**src/rtl/jtag_mode_switch_ctrl_pkg.sv**
```systemverilog
// Shared types for the JTAG/cJTAG mode-switch sequencer.
// Used by jtag_mode_switch_ctrl (optional stats: JTAG_MODE_SWITCH_STATS_EN).
package jtag_ctrl_pkg;

    typedef enum logic [2:0] {
        IDLE,
        QUIESCE,
        RESET_SEQ,
        SWITCH,
        SETTLE,
        DONE
    } mode_sw_state_e;

    localparam logic MODE_JTAG  = 1'b0;
    localparam logic MODE_CJTAG = 1'b1;

endpackage

```
**src/rtl/jtag_mode_switch_ctrl_tck_pulse_gen.sv**
```systemverilog
// Generates a burst of PULSES TCK pulses (low half first) after a start strobe.
// o_done is asserted combinationally in the last cycle of the final high half.
module tck_pulse_gen #(
    parameter int TCK_HALF = 4,
    parameter int PULSES   = 5
) (
    input  logic clk,
    input  logic rst,
    input  logic i_start,
    output logic o_tck,
    output logic o_done
);

    localparam int HW = $clog2(TCK_HALF + 1);
    localparam int PW = $clog2(PULSES + 1);
    localparam logic [HW-1:0] HALF_LAST  = HW'(TCK_HALF - 1);
    localparam logic [PW-1:0] PULSE_LAST = PW'(PULSES - 1);

    logic          r_active;
    logic [HW-1:0] r_half;
    logic [PW-1:0] r_pulse;
    logic          r_tck;
    logic          w_half_end;

    assign w_half_end = r_active && (r_half == HALF_LAST);
    assign o_done     = w_half_end && r_tck && (r_pulse == PULSE_LAST);
    assign o_tck      = r_tck;

    always_ff @(posedge clk) begin
        if (rst) begin
            r_active <= 1'b0;
            r_half   <= '0;
            r_pulse  <= '0;
            r_tck    <= 1'b0;
        end else if (i_start) begin
            r_active <= 1'b1;
            r_half   <= '0;
            r_pulse  <= '0;
            r_tck    <= 1'b0;
        end else if (w_half_end) begin
            r_half <= '0;
            r_tck  <= ~r_tck;
            // a pulse completes on its falling edge
            if (r_tck) begin
                if (r_pulse == PULSE_LAST) begin
                    r_active <= 1'b0;
                end else begin
                    r_pulse <= r_pulse + PW'(1);
                end
            end
        end else if (r_active) begin
            r_half <= r_half + HW'(1);
        end
    end

endmodule

```
**src/rtl/jtag_mode_switch_ctrl.sv**
```systemverilog
// Sequencer owning the JTAG/cJTAG mode select: quiesce, TAP reset, flip, settle.
// Optional macro JTAG_MODE_SWITCH_STATS_EN adds switch/abort counters.
module jtag_mode_switch_ctrl
    import jtag_ctrl_pkg::*;
#(
    parameter logic MODE_RESET       = MODE_JTAG,
    parameter int   QUIET_CYCLES     = 64,
    parameter int   MAX_WAIT         = 4096,
    parameter int   TCK_HALF         = 4,
    parameter int   RESET_TCK_PULSES = 5,
    parameter int   SETTLE_CYCLES    = 16
) (
    input  logic        clk,
    input  logic        rst,
    input  logic        req_valid,
    input  logic        req_mode,
    output logic        req_ready,
    input  logic        jtag_clk_mon,
    output logic        mode_select,
    output logic        tap_override,
    output logic        ovr_tck,
    output logic        ovr_tms,
    output logic        busy,
    output logic        switch_done,
    output logic        abort_err
`ifdef JTAG_MODE_SWITCH_STATS_EN
   ,output logic [15:0] switch_count,
    output logic [15:0] abort_count
`endif
);

    localparam int QW = $clog2(QUIET_CYCLES + 1);
    localparam int WW = $clog2(MAX_WAIT + 1);
    localparam int SW = $clog2(SETTLE_CYCLES + 1);
    localparam logic [QW-1:0] QUIET_MAX   = QW'(QUIET_CYCLES);
    localparam logic [WW-1:0] WAIT_MAX    = WW'(MAX_WAIT);
    localparam logic [SW-1:0] SETTLE_LAST = SW'(SETTLE_CYCLES - 1);

    mode_sw_state_e r_state;
    mode_sw_state_e w_next;

    logic          r_mon_s1;
    logic          r_mon_s2;
    logic          r_mon_s3;
    logic          w_mon_edge;
    logic [QW-1:0] r_quiet;
    logic [WW-1:0] r_wait;
    logic [SW-1:0] r_settle;
    logic          r_req_mode;
    logic          r_req_ready;
    logic          r_mode_select;
    logic          r_tap_override;
    logic          r_ovr_tms;
    logic          r_busy;
    logic          r_switch_done;
    logic          r_abort_err;
    logic          w_accept;
    logic          w_noop;
    logic          w_abort;
    logic          w_gen_start;
    logic          w_gen_done;
    logic          w_gen_tck;

    // monitored clock is asynchronous: synchronize, then detect either edge
    always_ff @(posedge clk) begin
        r_mon_s1 <= jtag_clk_mon;
        r_mon_s2 <= r_mon_s1;
        r_mon_s3 <= r_mon_s2;
    end

    assign w_mon_edge  = r_mon_s2 ^ r_mon_s3;
    assign w_accept    = req_valid & r_req_ready;
    assign w_gen_start = (r_state == QUIESCE) && (w_next == RESET_SEQ);

    tck_pulse_gen #(
        .TCK_HALF (TCK_HALF),
        .PULSES   (RESET_TCK_PULSES)
    ) u_tck_gen (
        .clk     (clk),
        .rst     (rst),
        .i_start (w_gen_start),
        .o_tck   (w_gen_tck),
        .o_done  (w_gen_done)
    );

    always_ff @(posedge clk) begin
        if (rst) begin
            r_state <= IDLE;
        end else begin
            r_state <= w_next;
        end
    end

    always_comb begin
        w_next  = r_state;
        w_noop  = 1'b0;
        w_abort = 1'b0;
        unique case (r_state)
            IDLE: begin
                if (w_accept) begin
                    if (req_mode == r_mode_select) begin
                        w_noop = 1'b1;
                    end else begin
                        w_next = QUIESCE;
                    end
                end
            end
            QUIESCE: begin
                // quiet wins if the timeout expires in the same cycle
                if (r_quiet == QUIET_MAX) begin
                    w_next = RESET_SEQ;
                end else if (r_wait == WAIT_MAX) begin
                    w_next  = IDLE;
                    w_abort = 1'b1;
                end
            end
            RESET_SEQ: begin
                if (w_gen_done) begin
                    w_next = SWITCH;
                end
            end
            SWITCH: w_next = SETTLE;
            SETTLE: begin
                if (r_settle == SETTLE_LAST) begin
                    w_next = DONE;
                end
            end
            DONE:    w_next = IDLE;
            default: w_next = IDLE;
        endcase
    end

    always_ff @(posedge clk) begin
        if (rst || (r_state != QUIESCE)) begin
            r_quiet <= '0;
            r_wait  <= '0;
        end else begin
            if (w_mon_edge) begin
                r_quiet <= '0;
            end else if (r_quiet != QUIET_MAX) begin
                r_quiet <= r_quiet + QW'(1);
            end
            if (r_wait != WAIT_MAX) begin
                r_wait <= r_wait + WW'(1);
            end
        end
    end

    always_ff @(posedge clk) begin
        if (rst || (r_state != SETTLE)) begin
            r_settle <= '0;
        end else if (r_settle != SETTLE_LAST) begin
            r_settle <= r_settle + SW'(1);
        end
    end

    always_ff @(posedge clk) begin
        if (rst) begin
            r_req_mode     <= MODE_RESET;
            r_req_ready    <= 1'b0;
            r_mode_select  <= MODE_RESET;
            r_tap_override <= 1'b0;
            r_ovr_tms      <= 1'b1;
            r_busy         <= 1'b0;
            r_switch_done  <= 1'b0;
            r_abort_err    <= 1'b0;
        end else begin
            if (w_accept) begin
                r_req_mode <= req_mode;
            end
            if (r_state == SWITCH) begin
                r_mode_select <= r_req_mode;
            end
            r_req_ready    <= (w_next == IDLE) && !w_accept && !w_abort;
            r_tap_override <= (w_next == RESET_SEQ) || (w_next == SWITCH) ||
                              (w_next == SETTLE);
            r_ovr_tms      <= 1'b1;
            r_busy         <= (w_next != IDLE);
            r_switch_done  <= w_noop || (w_next == DONE);
            r_abort_err    <= w_abort;
        end
    end

    assign req_ready    = r_req_ready;
    assign mode_select  = r_mode_select;
    assign tap_override = r_tap_override;
    assign ovr_tck      = w_gen_tck;
    assign ovr_tms      = r_ovr_tms;
    assign busy         = r_busy;
    assign switch_done  = r_switch_done;
    assign abort_err    = r_abort_err;

`ifdef JTAG_MODE_SWITCH_STATS_EN
    logic [15:0] r_switch_count;
    logic [15:0] r_abort_count;

    always_ff @(posedge clk) begin
        if (rst) begin
            r_switch_count <= '0;
            r_abort_count  <= '0;
        end else begin
            if ((w_next == DONE) && (r_switch_count != 16'hFFFF)) begin
                r_switch_count <= r_switch_count + 16'd1;
            end
            if (w_abort && (r_abort_count != 16'hFFFF)) begin
                r_abort_count <= r_abort_count + 16'd1;
            end
        end
    end

    assign switch_count = r_switch_count;
    assign abort_count  = r_abort_count;
`endif

endmodule

```
**config.mk**
```make
export PLATFORM = sky130hd
export DESIGN_NAME = jtag_mode_switch_ctrl
export DESIGN_NICKNAME = d
export VERILOG_FILES = /design/src/rtl/jtag_mode_switch_ctrl_pkg.sv /design/src/rtl/jtag_mode_switch_ctrl_tck_pulse_gen.sv /design/src/rtl/jtag_mode_switch_ctrl.sv
export SDC_FILE = /design/constraint.sdc
export NUM_CORES = 1
export LEC_CHECK = 0
export CELL_PAD_IN_SITES_DETAIL_PLACEMENT = 1
export CELL_PAD_IN_SITES_GLOBAL_PLACEMENT = 1
export CORE_ASPECT_RATIO = 1.25
export CORE_MARGIN = 5
export CORE_UTILIZATION = 40
export DETAILED_ROUTE_END_ITERATION = 8
export PLACE_DENSITY = 0.8
export SLEW_MARGIN = 15
export SYNTH_ARGS = -nofsm -noshare
export SYNTH_HDL_FRONTEND = slang
export SYNTH_SLANG_ARGS = --single-unit
```
**constraint.sdc**
```tcl
create_clock -name clk -period 1.85 [get_ports clk]
set_input_delay 0.2775 -clock clk [delete_from_list [all_inputs] [get_ports clk]]
set_output_delay 0.2775 -clock clk [all_outputs]
set_load 0.1 [all_outputs]
```
### After elaboration in Yosys (flattened, before gate mapping)

Cells that the tools add are included.
Widths: inputs -> output; s select.

* logic and storage cells: 87
* bits in registers: 46
* bits of input ports: 5

* bitwise logic cells: 4
* add/subtract/negate cells: 5
* eq/ne operators: 19
* mux-type cells: 17
* reduce and logical (&&, ||, !) cells: 24

Operators with widths (count)
* $mux 3: 6
* $eq 3x2->1 const B: 5
* $pmux 3 s5: 1
* $add 13x1->13 const B: 1
* $eq 13x13->1 const B: 1
* $ne 13x13->1 const B: 1
* $eq 3x3->1 const B: 4
* $mux 1: 10
* $add 7x1->7 const B: 1
* $eq 7x7->1 const B: 1
* $ne 7x7->1 const B: 1
* $add 3x1->3 const B: 2
* $logic_and 1x1->1: 6
* $logic_not 3->1: 2
* $reduce_and 3->1: 2
* $reduce_bool 2->1: 3
* $add 5x1->5 const B: 1
* $eq 5x4->1 const B: 1
* $logic_or 1x1->1: 5
* $ne 5x4->1 const B: 1
* $reduce_or 2->1: 2
* $eq 3x1->1 const B: 1
* $ne 3x1->1 const B: 1
* $ne 3x3->1 const B: 1
* other kinds (7): 9

### Logic depth before layout (Yosys ltp)

Gate-level depths: netlist of run 1.

* depth in word-level cells: 10
* gate-level depth with buffers: 7
* depth with buffers taken out: 7

### Hierarchy

From an unflattened synthesis of run 1, not the netlist that was laid out.

* cells, all modules: 227
* area, all modules: 2104.5 sq um

By module, submodules not included
* jtag_mode_switch_ctrl: times used 1, sequential area each 760.7 sq um, area each 1681.6 sq um, cells an instance 179
* tck_pulse_gen: times used 1, sequential area each 160.2 sq um, area each 422.9 sq um, cells an instance 48

### Least setup slack after synthesis of run 1

Ideal clock, no wire load.

* path type: flip-flop to flip-flop
* start point: register r_req_ready, in the netlist req_ready
* end point: register r_req_ready, in the netlist req_ready
* cell stages (with the launch flop): 5
* setup slack: -265 ps
* setup time: 117 ps
* data required time: 1733 ps
* period minus slack after synthesis: 2115 ps
* data arrival time: 1998 ps
* cells stage by stage: dfxtp_1 > nand2_1 > nor4b_1 > nor3_1 > and4b_1

* word-level cells in the longest chain between the ends: 6

Ends and longest elaborated chain
* from (decl): RTL line jtag_mode_switch_ctrl.sv:50 `logic r_req_ready;`
* from (signal assigned): RTL line jtag_mode_switch_ctrl.sv:174 `r_req_ready <= (w_next == IDLE) && !w_accept && !w_abort;`
* $and 1x1->1 (*): RTL line jtag_mode_switch_ctrl.sv:72 `assign w_accept = req_valid & r_req_ready;`
* $mux 3: RTL line jtag_mode_switch_ctrl.sv:100 `if (w_accept) begin`
* $pmux 3 s5: RTL line jtag_mode_switch_ctrl.sv:98 `unique case (r_state)`
* $logic_not 3->1: RTL line jtag_mode_switch_ctrl.sv:174
* $logic_and 1x1->1 (*) (2 in series): RTL line jtag_mode_switch_ctrl.sv:174

Every way passes the cells marked *; elsewhere a longest branch is shown, timed or not.
A chain may end at the register's enable or synchronous reset.

### Worst setup path in the final report of run 1

* start point: register u_tck_gen.r_half[0]
* end point: register r_busy, in the netlist busy

* word-level cells in the longest chain between the ends: 7

Ends and longest elaborated chain
* from (decl): RTL line jtag_mode_switch_ctrl_tck_pulse_gen.sv:20 `logic [HW-1:0] r_half;`
* from (signal assigned): RTL line jtag_mode_switch_ctrl_tck_pulse_gen.sv:52 `r_half <= r_half + HW'(1);`
* $eq 3x2->1: RTL line jtag_mode_switch_ctrl_tck_pulse_gen.sv:25 `assign w_half_end = r_active && (r_half == HALF_LAST);`
* $logic_and 1x1->1: RTL line jtag_mode_switch_ctrl_tck_pulse_gen.sv:25
* $logic_and 1x1->1 (2 in series): RTL line jtag_mode_switch_ctrl_tck_pulse_gen.sv:26 `assign o_done = w_half_end && r_tck && (r_pulse == PULSE_LAST);`
* $mux 3: RTL line jtag_mode_switch_ctrl.sv:118 `if (w_gen_done) begin`
* $pmux 3 s5: RTL line jtag_mode_switch_ctrl.sv:98
* $reduce_bool 3->1: RTL line jtag_mode_switch_ctrl.sv:178 `r_busy <= (w_next != IDLE);`
* to (signal assigned): RTL line jtag_mode_switch_ctrl.sv:178
* to (decl): RTL line jtag_mode_switch_ctrl.sv:54 `logic r_busy;`

Every way passes these cells.

==> results of run 1 <==
-- flip-flops by register name, summed over array words and instances (netlist names), 3 cells and up --
name	cells
r_state	3
r_settle	5
u_tck_gen.r_half	3
r_quiet	7
u_tck_gen.r_pulse	3
r_wait	13
-- final cells by class --
type,instances,area (sq um)
clock inverters,1,30.0
multi-input cells,161,1050
repair buffers,19,153
clock buffers,6,82.6
flip-flops and latches,46,925
fillers,614,2700
well taps,62,77.6
inverters,16,60.1
-- worst max-delay path by stage --
stage	end	depth (start not counted)
6_report	busy	7
5_1_grt	busy	7
4_1_cts	busy	7
3_5_place_dp	busy	6
3_3_place_gp	busy	6
2_1_floorplan	req_ready	4
-- worst reg2reg max path, delay by kind of cell, from the launching register on --
family	cells	cell delay, ns
compound gates	2	0.48
flops	1	0.33
fa+ha+maj	2	0.44
simple gates	2	0.18
buf+inv	1	0.15
-- power breakdown --
group | internal (mW) | switching (mW)
clock | 0.432 | 0.317
combinational | 0.0344 | 0.0708
sequential | 1.00 | 0.00764
total | 1.47 | 0.395
-- cells by family (layout without fill, tap and decap cells) --
kind of cell / Yosys count / in the layout / share of synthesized area [%]
buffers and inverters: 23 / 42 / 5.17
AO/OA/AOI/OAI: 25 / 25 / 7.81
adder cells (fa/ha/maj): 10 / 10 / 6.01
XOR/XNOR: 22 / 22 / 9.26
multiplexers: 4 / 4 / 1.92
AND/OR/NAND/NOR: 99 / 99 / 25.4
other: 1 / 1 / 0.180
flip-flops: 46 / 46 / 44.2
-- Yosys cell counts (2+ instances only) --
cell type	count
nor4b_2	2
xor2_1	8
nor3_2	3
nand2b_1	3
clkbuf_1	2
nor2_1	35
nor2b_1	3
nand4_1	3
mux2i_1	4
buf_6	2
o21ai_0	4
nand3_1	11
ha_1	10
dfxtp_1	46
and3_1	2
nor3_1	7
or3_1	4
buf_2	2
inv_1	16
nand2_1	13
a21oi_1	14
or2_1	2
xnor2_1	14
nor4_1	3
-- metal layers --
metal	vias up	routed length [um]	GRT usage, %
li1	809	-	-
met2	15	2190	23.6
met4	0	95	5.93
met5	-	0	0
met1	792	1710	14.3
met3	8	102	3.67
-- per-stage QoR --
stage / instance area [sq um] / hold WS (ns) / instances / power (mW)
4_1_cts: 2380 / 0.335 / 311 / 1.89
3_5_place_dp: 2270 / 0.315 / 304 / 1.14
5_1_grt: 2380 / 0.350 / 311 / 1.93
6_report: 2380 / 0.332 / 311 / 1.86
2_1_floorplan: 2090 / 0.305 / 230 / 1.11
3_3_place_gp: 2270 / 0.312 / 304 / 1.14
==> summary.md, run 1 <==
| Metric | Value |
|---|---|
| Setup Viol. Count Final | 0 |
| Status | finished, final reports clean |
| Die area | approximately 0.0068 sq mm |
| Dominant cell type by area after synthesis | dfxtp_1 |
| Fin nets | approximately 260 |
| Hold WC Path Type | reg -> reg |
| Starting Density | 41.0% |
| CP startpoint kind | flip-flop |
| Largest cells by area after synthesis | dfxtp_1 (44%), nor2_1 (6.3%), ha_1 (6.0%), xnor2_1 (5.9%), a21oi_1 (3.4%) |
| Pre-CTS setup slack | 0.118 ns |
| Cell family with most CP delay | compound AO/OA/AOI/OAI gates |
| # H-tree levels | 2 |
| Router iterations before antenna repair | 4 |
| First DRT Iteration DRCs | 35 |
| Cells on Worst Hold Path | 0 |
| Share of the synthesized area in the top cell type | roughly 44% |
| DRC | 0 |
| Number of global-route vias before repair | between 1500 and 2000 |
| Post-Synthesis Net Count | 245 |
| Pwr Density | approximately 780 mW/mm^2 |
| Layout cells sized above 1 | 13.7% |
| Placeable Area | between 0.005 and 0.006 sq mm |
| Crit Path Category | reg -> reg |
| Distinct cell type count after synthesis | 41 |
| HPWL Detailed | roughly 3100 um |
| Critical Path AT | approximately 1.9 ns |
| Pin count of the biggest net entering global routing | 15 |
| FF-to-FF Start | u_tck_gen.r_half[0] |
| Antenna-violating nets left | 0 |
| Ports | 13 |
| CP required | about 2 ns |
| Via count | approximately 1600 |
| WL final | around 4000 um |
| Max Slew Vio Count | 0 |
| Routability cong. | between 0.7 and 0.8 |
| Seq cells post-synth | 46 |
| # port buffers | 11 |
| Number of flops mapped to enable cells by yosys | 0 |
| Via density | between 5 and 6 |
| CTS tree | done |
| Die width | 74.5 um |
| Height of the die | roughly 91 um |
| Cells after Synth | 230 |
| Synthesized area | ~0.0021 sq mm |
| RR Endpoint | busy |
| CTS Sinks | 46 |
| GR Util All Layers | about 13% |
| Minimum clock period after layout | around 1.7 ns |
| Post-CTS Setup Bufs | 0 |
| Row count | 29 |
| Main flop type after synthesis | dfxtp_1 |
| Clock transition at the registers of the reported paths | around 0.08 ns |
| Initial antenna violation count | 0 |
| Fmax | between 500 and 600 MHz |
| Wirelength per Cell | about 13 um |
| CTS Buf Count | 5 |
| Fin util | between 40% and 50% |
| Post-cts resize count | 0 |
| Worst Reg-to-Reg Cells | 7 |
| Worst path cell trace | ha_1 -> ha_1 -> nand3_1 -> nor4_1 -> buf_4 -> a2111oi_4 -> a21oi_1 |
| CP max stage cell | a2111oi_4 |
| Hold Startpoint | r_mon_s1 |
| Slowest stage delay, CP | roughly 0.37 ns |
| CP endpoint kind | flip-flop |
| Worst-Skew Late Latency | about 0.3 ns |
| RSZ-0062 raised after global routing | false |
| LEAKAGE | 0.851 nW |
| Max Fanout on Critical Path | 6 |
| Deepest clock path buffer count | 2 |
| WHS Endpoint | r_mon_s2 |
| Hold_buf cts | 0 |
| First-pass GRT wire length | slightly above 7000 um |
| Final period utilization | between 90 and 100% |
| Register area share after synthesis | 44.2% |
| Worst IR Drop VDD | 0.000483 V |
| Layout area overhead | 14.4% |
| Async SR Flop Fraction | 0% |
| GRT Residual Overflow | 0 |
| Yosys warns | 0 |
| Final worst slack | 0.145 ns |
| Post-synthesis average cell area | roughly 9 sq um |
| Setup TNS | 0 ns |
| Commonest non-fill, non-tap cell in the layout | dfxtp_1 |
| Crit-path most repeated cell | ha_1 |
| Crit path buf inv count | 1 |
| Worst Setup SP | u_tck_gen.r_half[0] |
| Most frequent cells in the layout | dfxtp_1 (43), nor2_1 (35), inv_1 (16) |
| Ant diodes | 0 |
| Final Skew | around 0.0059 ns |
| Max Cap Viol | 0 |
| Internal reg-to-reg setup slack | about 0.14 ns |
| CTS root buffer | clkbuf_8 |
| Final Hold Fails | 0 |
No activity file was read; power rests on OpenSTA's default activity.
==> run 2: changes to the inputs <==
- DONT_BUFFER_PORTS: default -> 1
- PLACE_DENSITY: 0.8 -> default
- PLACE_DENSITY_LB_ADDON: default -> 0.05
==> run 2 against run 1 <==
Worst hold slack lost 0.29 ns. Via count shrank 3.0%. Sequential share of layout area grew 0.79 points. Register-to-register slack lost 0.02 ns. Worst setup slack lost 0.022 ns. Sequential power is essentially flat. Power shrank 3.8%. Clock power shrank 7.7%. Largest power group unchanged. Global-route usage grew 1.4 points. Largest cell class unchanged. Final area shrank 2.0%.
==> summary.md, run 2 (synthesis results as in run 1) <==
| Metric | Value |
|---|---|
| Fin util | 45.9% (was 46.9%) |
| Die area | 0.00676 sq mm (unchanged) |
| CP endpoint kind | flip-flop (unchanged) |
| Pre-CTS setup slack | 0.131 ns (was 0.118 ns) |
| GRT Residual Overflow | 0 (unchanged) |
| Setup TNS | 0 ns (unchanged) |
| Row count | 29 (unchanged) |
| Height of the die | 90.7 um (unchanged) |
| Starting Density | 41.0% (unchanged) |
| Fmax | 579 MHz (was 586 MHz) |
| Commonest non-fill, non-tap cell in the layout | dfxtp_1 (unchanged) |
| CTS tree | done (unchanged) |
| Hold WC Path Type | in -> reg (was reg -> reg) |
| Max Slew Vio Count | 0 (unchanged) |
| RSZ-0062 raised after global routing | false (unchanged) |
| Non-filler instance count after layout | 307 (was 311) |
| RR Endpoint | busy (unchanged) |
| CP startpoint kind | flip-flop (unchanged) |
| Fin nets | 259 (was 264) |
| Minimum clock period after layout | 1.73 ns (was 1.71 ns) |
| Critical Path AT | 1.90 ns (was 1.88 ns) |
| DRC | 0 (unchanged) |
| Via density | 5.13 (was 5.22) |
| Area of the multi-input gates | 0.00105 sq mm (unchanged) |
| FF+latch area | 925 sq um (unchanged) |
| Worst Setup SP | r_settle[0] (was u_tck_gen.r_half[0]) |
| Initial antenna violation count | 0 (unchanged) |
| End point of the critical path | busy (unchanged) |
| # H-tree levels | 2 (unchanged) |
| FF-to-FF Start | r_settle[0] (was u_tck_gen.r_half[0]) |
| Ant diodes | 0 (unchanged) |
| Pin count of the biggest net entering global routing | 15 (unchanged) |
| Max Fanout on Critical Path | 3 (was 6) |
| LEAKAGE | 0.830 nW (was 0.851 nW) |
| Post-CTS Setup Bufs | 0 (unchanged) |
| Ports | 13 (unchanged) |
| Fillers | 605 (was 614) |
| Final worst slack | 0.123 ns (was 0.145 ns) |
| Status | finished, final reports clean (unchanged) |
| Worst-Margin Slew | between 0.7 and 0.8 ns |
| WL final | 4450 um (was 4100 um) |
| Top Registers | r_wait (13), r_quiet (7), r_settle (5) (unchanged) |
| Router iterations before antenna repair | 2 (was 4) |
| # port buffers | 0 (was 11) |
| Max Cap Viol | 0 (unchanged) |
| Antenna-violating nets left | 0 (unchanged) |
| Max transition margin | a little under half |
| HPWL Detailed | 3520 um (was 3060 um) |
| Die width | 74.5 um (unchanged) |
| Most frequent cells in the layout | dfxtp_1 (43), nor2_1 (35), inv_1 (16) (unchanged) |
| Final Skew | 0.00394 ns (was 0.00594 ns) |
| Placed instance count | 298 (was 304) |
| Setup Viol. Count Final | 0 (unchanged) |
| Final Hold Fails | 0 (unchanged) |
| First-pass GRT wire length | 7860 um (was 7190 um) |
| Final hold slack | 0.0414 ns (was 0.332 ns) |
| First DRT Iteration DRCs | 48 (was 35) |
| Pwr Density | 768 mW/mm^2 (was 782 mW/mm^2) |
| CP required | 2.02 ns (about the same) |
| Largest reg by FF count | r_wait (unchanged) |
| GR Util All Layers | 14.7% (was 13.4%) |
| Clock transition at the registers of the reported paths | 0.08 ns (about the same) |
| Post-cts resize count | 0 (unchanged) |
| Final period utilization | 93.3% (was 92.2%) |
| Finished Cell Area | 0.00233 sq mm (was 0.00238 sq mm) |
| Crit Path Category | reg -> reg (unchanged) |
| Internal reg-to-reg setup slack | 0.12 ns (was 0.14 ns) |
| CTS Sinks | 46 (unchanged) |
| Number of global-route vias before repair | 1742 (was 1715) |
| Placeable Area | 0.00508 sq mm (unchanged) |
| CTS root buffer | clkbuf_8 (unchanged) |
| Layout area overhead | 12.1% (was 14.4%) |
| Via count | 1576 (was 1624) |
| Worst IR Drop VDD | 0.000394 V (was 0.000483 V) |
| Placed cell areas | 0.00221 sq mm (was 0.00227 sq mm) |
| Wirelength per Cell | 14.5 um (was 13.2 um) |
| CTS Buf Count | 5 (unchanged) |
| Layout cells sized above 1 | 13.5% (was 13.7%) |
| Max reg flops | 13 (unchanged) |
| Routability cong. | 0.873 (was 0.772) |
| Worst-Skew Late Latency | 0.29 ns (was 0.30 ns) |
| Deepest clock path buffer count | 2 (unchanged) |
| Pwr Total | 1.79 mW (was 1.86 mW) |
| Worst Reg-to-Reg Cells | 7 (unchanged) |
run 2: cell type report:
class / count / share of cell area (%)
clock buffer: 8 / 4.72
inverter: 16 / 2.57
multi-input combinational: 161 / 45.1
sequential: 46 / 39.6
tap: 62 / 3.32
timing repair buffer: 14 / 4.61
run 2: worst max-delay path, stage by stage (launching register included):
cell and delay [ns]:
dfxtp_1 0.34, ha_1 0.22, and3_1 0.19, ha_1 0.19
inv_1 0.08, nor2_1 0.09, a2111oi_4 0.38, a21oi_1 0.13
run 2: timing repair:
action | in CTS | in global routing
hold endpoints to repair | 1 | 0
endpoints found under the setup margin | 0 | 1
hold buffers | 1 | 0
run 2: worst min-delay path by stage:
stage                       startpoint  slack (ns)  cells after the start            endpoint
after floorplan           jtag_clk_mon        0.31                      0            r_mon_s1
after global placement    jtag_clk_mon        0.31                      0            r_mon_s1
after CTS                          rst        0.02                      1         mode_select
after detailed placement  jtag_clk_mon        0.31                      0            r_mon_s1
final                              rst        0.04                      1         mode_select
after global routing               rst        0.02                      1  u_tck_gen.r_active
run 2: routing by layer:
layer  wire, um  part of all wire [%]  track usage, %  vias up
li1           -                     -               -      801
met1       1790                    40            15.5      755
met2       2460                    55            26.9       13
met3        134                   3.0            3.90        7
met4         65                   1.5            5.34        0
met5          0                     0               0        -
run 2: report_power, final:
group	leakage [nW]	switching, mW	internal, mW	total [mW]
clock network	0.0575	0.314	0.377	0.691
logic	0.399	0.0659	0.0260	0.0918
registers	0.373	0.00730	1.00	1.01
total	0.830	0.387	1.40	1.79
==> run 3: changes to the inputs <==
- CORE_MARGIN: 5 -> 4
- CTS_BUF_LIST: default -> sky130_fd_sc_hd__clkbuf_8 sky130_fd_sc_hd__clkbuf_16
==> run 3 against run 2 <==
Clock-buffer cell count down 3. Critical path depth stayed put. Sequential share of layout area hardly changed. Critical endpoint unchanged. Final cell count stayed put. Register-to-register slack barely moved. Die area is 4.8% lower. Critical path type unchanged. Sequential power is essentially flat. Worst setup slack better by 0.0066 ns.
==> summary.md, run 3 (synthesis results as in run 1) <==
| Metric | Value |
|---|---|
| Initial antenna violation count | 0 (unchanged) |
| RSZ-0062 raised after global routing | false (unchanged) |
| LEAKAGE | 0.832 nW (was 0.830 nW) |
| Cell family with most CP delay | compound AO/OA/AOI/OAI gates (unchanged) |
| WL final | 4400 um (was 4450 um) |
| Final Hold Fails | 0 (unchanged) |
| Status | finished, final reports clean (unchanged) |
| Area of the multi-input gates | 0.00105 sq mm (unchanged) |
| Most frequent cells in the layout | dfxtp_1 (43), nor2_1 (35), inv_1 (16) (unchanged) |
| GR Util All Layers | 15.4% (was 14.7%) |
| Setup Viol. Count Final | 0 (unchanged) |
| Height of the die | 88.7 um (was 90.7 um) |
| # port buffers | 0 (unchanged) |
| Placeable Area | 0.00504 sq mm (was 0.00508 sq mm) |
| Clock transition at the registers of the reported paths | 0.08 ns (about the same) |
| Minimum clock period after layout | 1.72 ns (was 1.73 ns) |
| CTS root buffer | clkbuf_8 (unchanged) |
| Die width | 72.5 um (was 74.5 um) |
| Max Cap Viol | 0 (unchanged) |
| Crit-path most repeated cell | ha_1 (unchanged) |
| Row count | 29 (unchanged) |
| CP startpoint kind | flip-flop (unchanged) |
| Via density | 5.16 (was 5.13) |
| Routability cong. | 0.787 (was 0.873) |
| Max reg flops | 13 (unchanged) |
| GRT Residual Overflow | 0 (unchanged) |
| Via count | 1584 (was 1576) |
| Pin count of the biggest net entering global routing | 15 (unchanged) |
| Worst path cell trace | ha_1 -> ha_1 -> nand3_1 -> nor4_1 -> buf_4 -> a2111oi_4 -> a21oi_1 (was ha_1 -> and3_1 -> ha_1 -> inv_1 -> nor2_1 -> a2111oi_4 -> a21oi_1) |
| Final period utilization | 93.0% (was 93.3%) |
| CP max stage cell | a2111oi_4 (unchanged) |
| Starting Density | 41.3% (was 41.0%) |
| Crit path buf inv count | 1 (unchanged) |
| First DRT Iteration DRCs | 35 (was 48) |
| Die area | 0.00643 sq mm (was 0.00676 sq mm) |
| Commonest non-fill, non-tap cell in the layout | dfxtp_1 (unchanged) |
| Final hold slack | 0.0284 ns (was 0.0414 ns) |
| Wirelength per Cell | 14.3 um (was 14.5 um) |
| Deepest clock path buffer count | 2 (unchanged) |
| First-pass GRT wire length | 7690 um (was 7860 um) |
| CP endpoint kind | flip-flop (unchanged) |
| Worst IR Drop VDD | 0.000338 V (was 0.000394 V) |
| FF+latch area | 925 sq um (unchanged) |
| # H-tree levels | 2 (unchanged) |
| Fmax | 581 MHz (was 579 MHz) |
| CTS Buf Count | 5 (unchanged) |
| Fin nets | 259 (unchanged) |
| Max Slew Vio Count | 0 (unchanged) |
| Critical Path AT | 1.89 ns (was 1.90 ns) |
| Setup TNS | 0 ns (unchanged) |
| Worst-Skew Late Latency | 0.30 ns (was 0.29 ns) |
| Pwr Density | 789 mW/mm^2 (was 768 mW/mm^2) |
| CTS tree | done (unchanged) |
| Final Skew | 0.00662 ns (was 0.00394 ns) |
| Layout area overhead | 12.0% (was 12.1%) |
| Hold WC Path Type | in -> reg (unchanged) |
| Number of global-route vias before repair | 1637 (was 1742) |
| Layout cells sized above 1 | 13.5% (unchanged) |
| Fillers | 591 (was 605) |
| CTS Sinks | 46 (unchanged) |
| Ports | 13 (unchanged) |
| Ant diodes | 0 (unchanged) |
| Max Fanout on Critical Path | 6 (was 3) |
| Router iterations before antenna repair | 4 (was 2) |
| Antenna-violating nets left | 0 (unchanged) |
| CP required | 2.02 ns (about the same) |
| HPWL Detailed | 3340 um (was 3520 um) |
| DRC | 0 (unchanged) |
| Top Registers | r_wait (13), r_quiet (7), r_settle (5) (unchanged) |
| Crit Path Category | reg -> reg (unchanged) |
| Largest reg by FF count | r_wait (unchanged) |
| Slowest stage delay, CP | 0.37 ns (was 0.38 ns) |
==> run 3: cell count changes in the layout (fill, tap and decap cells not counted) <==
cell       before  now
clkbuf_8        8    5
clkinv_2        0    2
bufinv_16       0    1
==> run 3: routing by layer <==
metal | vias to the layer above | part of all wire (%) | track usage, % | wire length (um)
li1 | 795 | - | - | -
met1 | 765 | 41 | 16.4 | 1800
met2 | 18 | 54 | 28.6 | 2380
met3 | 6 | 3.0 | 3.98 | 134
met4 | 0 | 1.8 | 6.54 | 79
met5 | - | 0 | 0 | 0
==> run 3: report_power, final <==
| part | leakage [nW] | switching (mW) | total (mW) | internal (mW) |
|---|---|---|---|---|
| clock | 0.0579 | 0.342 | 0.740 | 0.398 |
| sequential | 0.373 | 0.00622 | 1.01 | 1.00 |
| combinational | 0.400 | 0.0671 | 0.0943 | 0.0272 |
==> run 3: path summary, 6_finish.rpt <==
kind | start | endpoint | slack [ns] | cells after the start
min | rst | mode_select | 0.03 | 1
max reg2reg | u_tck_gen.r_half[0] | busy | 0.13 | 7
max | u_tck_gen.r_half[0] | busy | 0.13 | 7
min reg2reg | r_mon_s1 | r_mon_s2 | 0.33 | 0
==> run 3: cell type report <==
type	instances	area share, %
clock buffers	5	2.95
clock inverters	3	1.72
inverters	16	2.58
multi-input cells	161	45.2
flip-flops and latches	46	39.6
well taps	62	3.33
repair buffers	14	4.61
==> run 3: what timing repair did <==
item,4_1_cts,5_1_grt
hold buffers,1,0
buffers inserted,0,0
gates resized for setup,0,0
endpoints found under the hold margin,1,0
==> run 3: stage by stage <==
| step | utilization [%] | setup WS, ns | total power, mW | instances | instance area (sq um) |
|---|---|---|---|---|---|
| after floorplan | - | 0.0793 | 1.11 | 230 | 2090 |
| after global placement | 43.9 | 0.227 | 1.12 | 298 | 2210 |
| after detailed placement | 43.9 | 0.150 | 1.12 | 298 | 2210 |
| after CTS | 46.2 | 0.126 | 1.88 | 307 | 2330 |
| after global routing | 46.2 | 0.0174 | 1.94 | 307 | 2330 |
| final | 46.2 | 0.130 | 1.84 | 307 | 2330 |
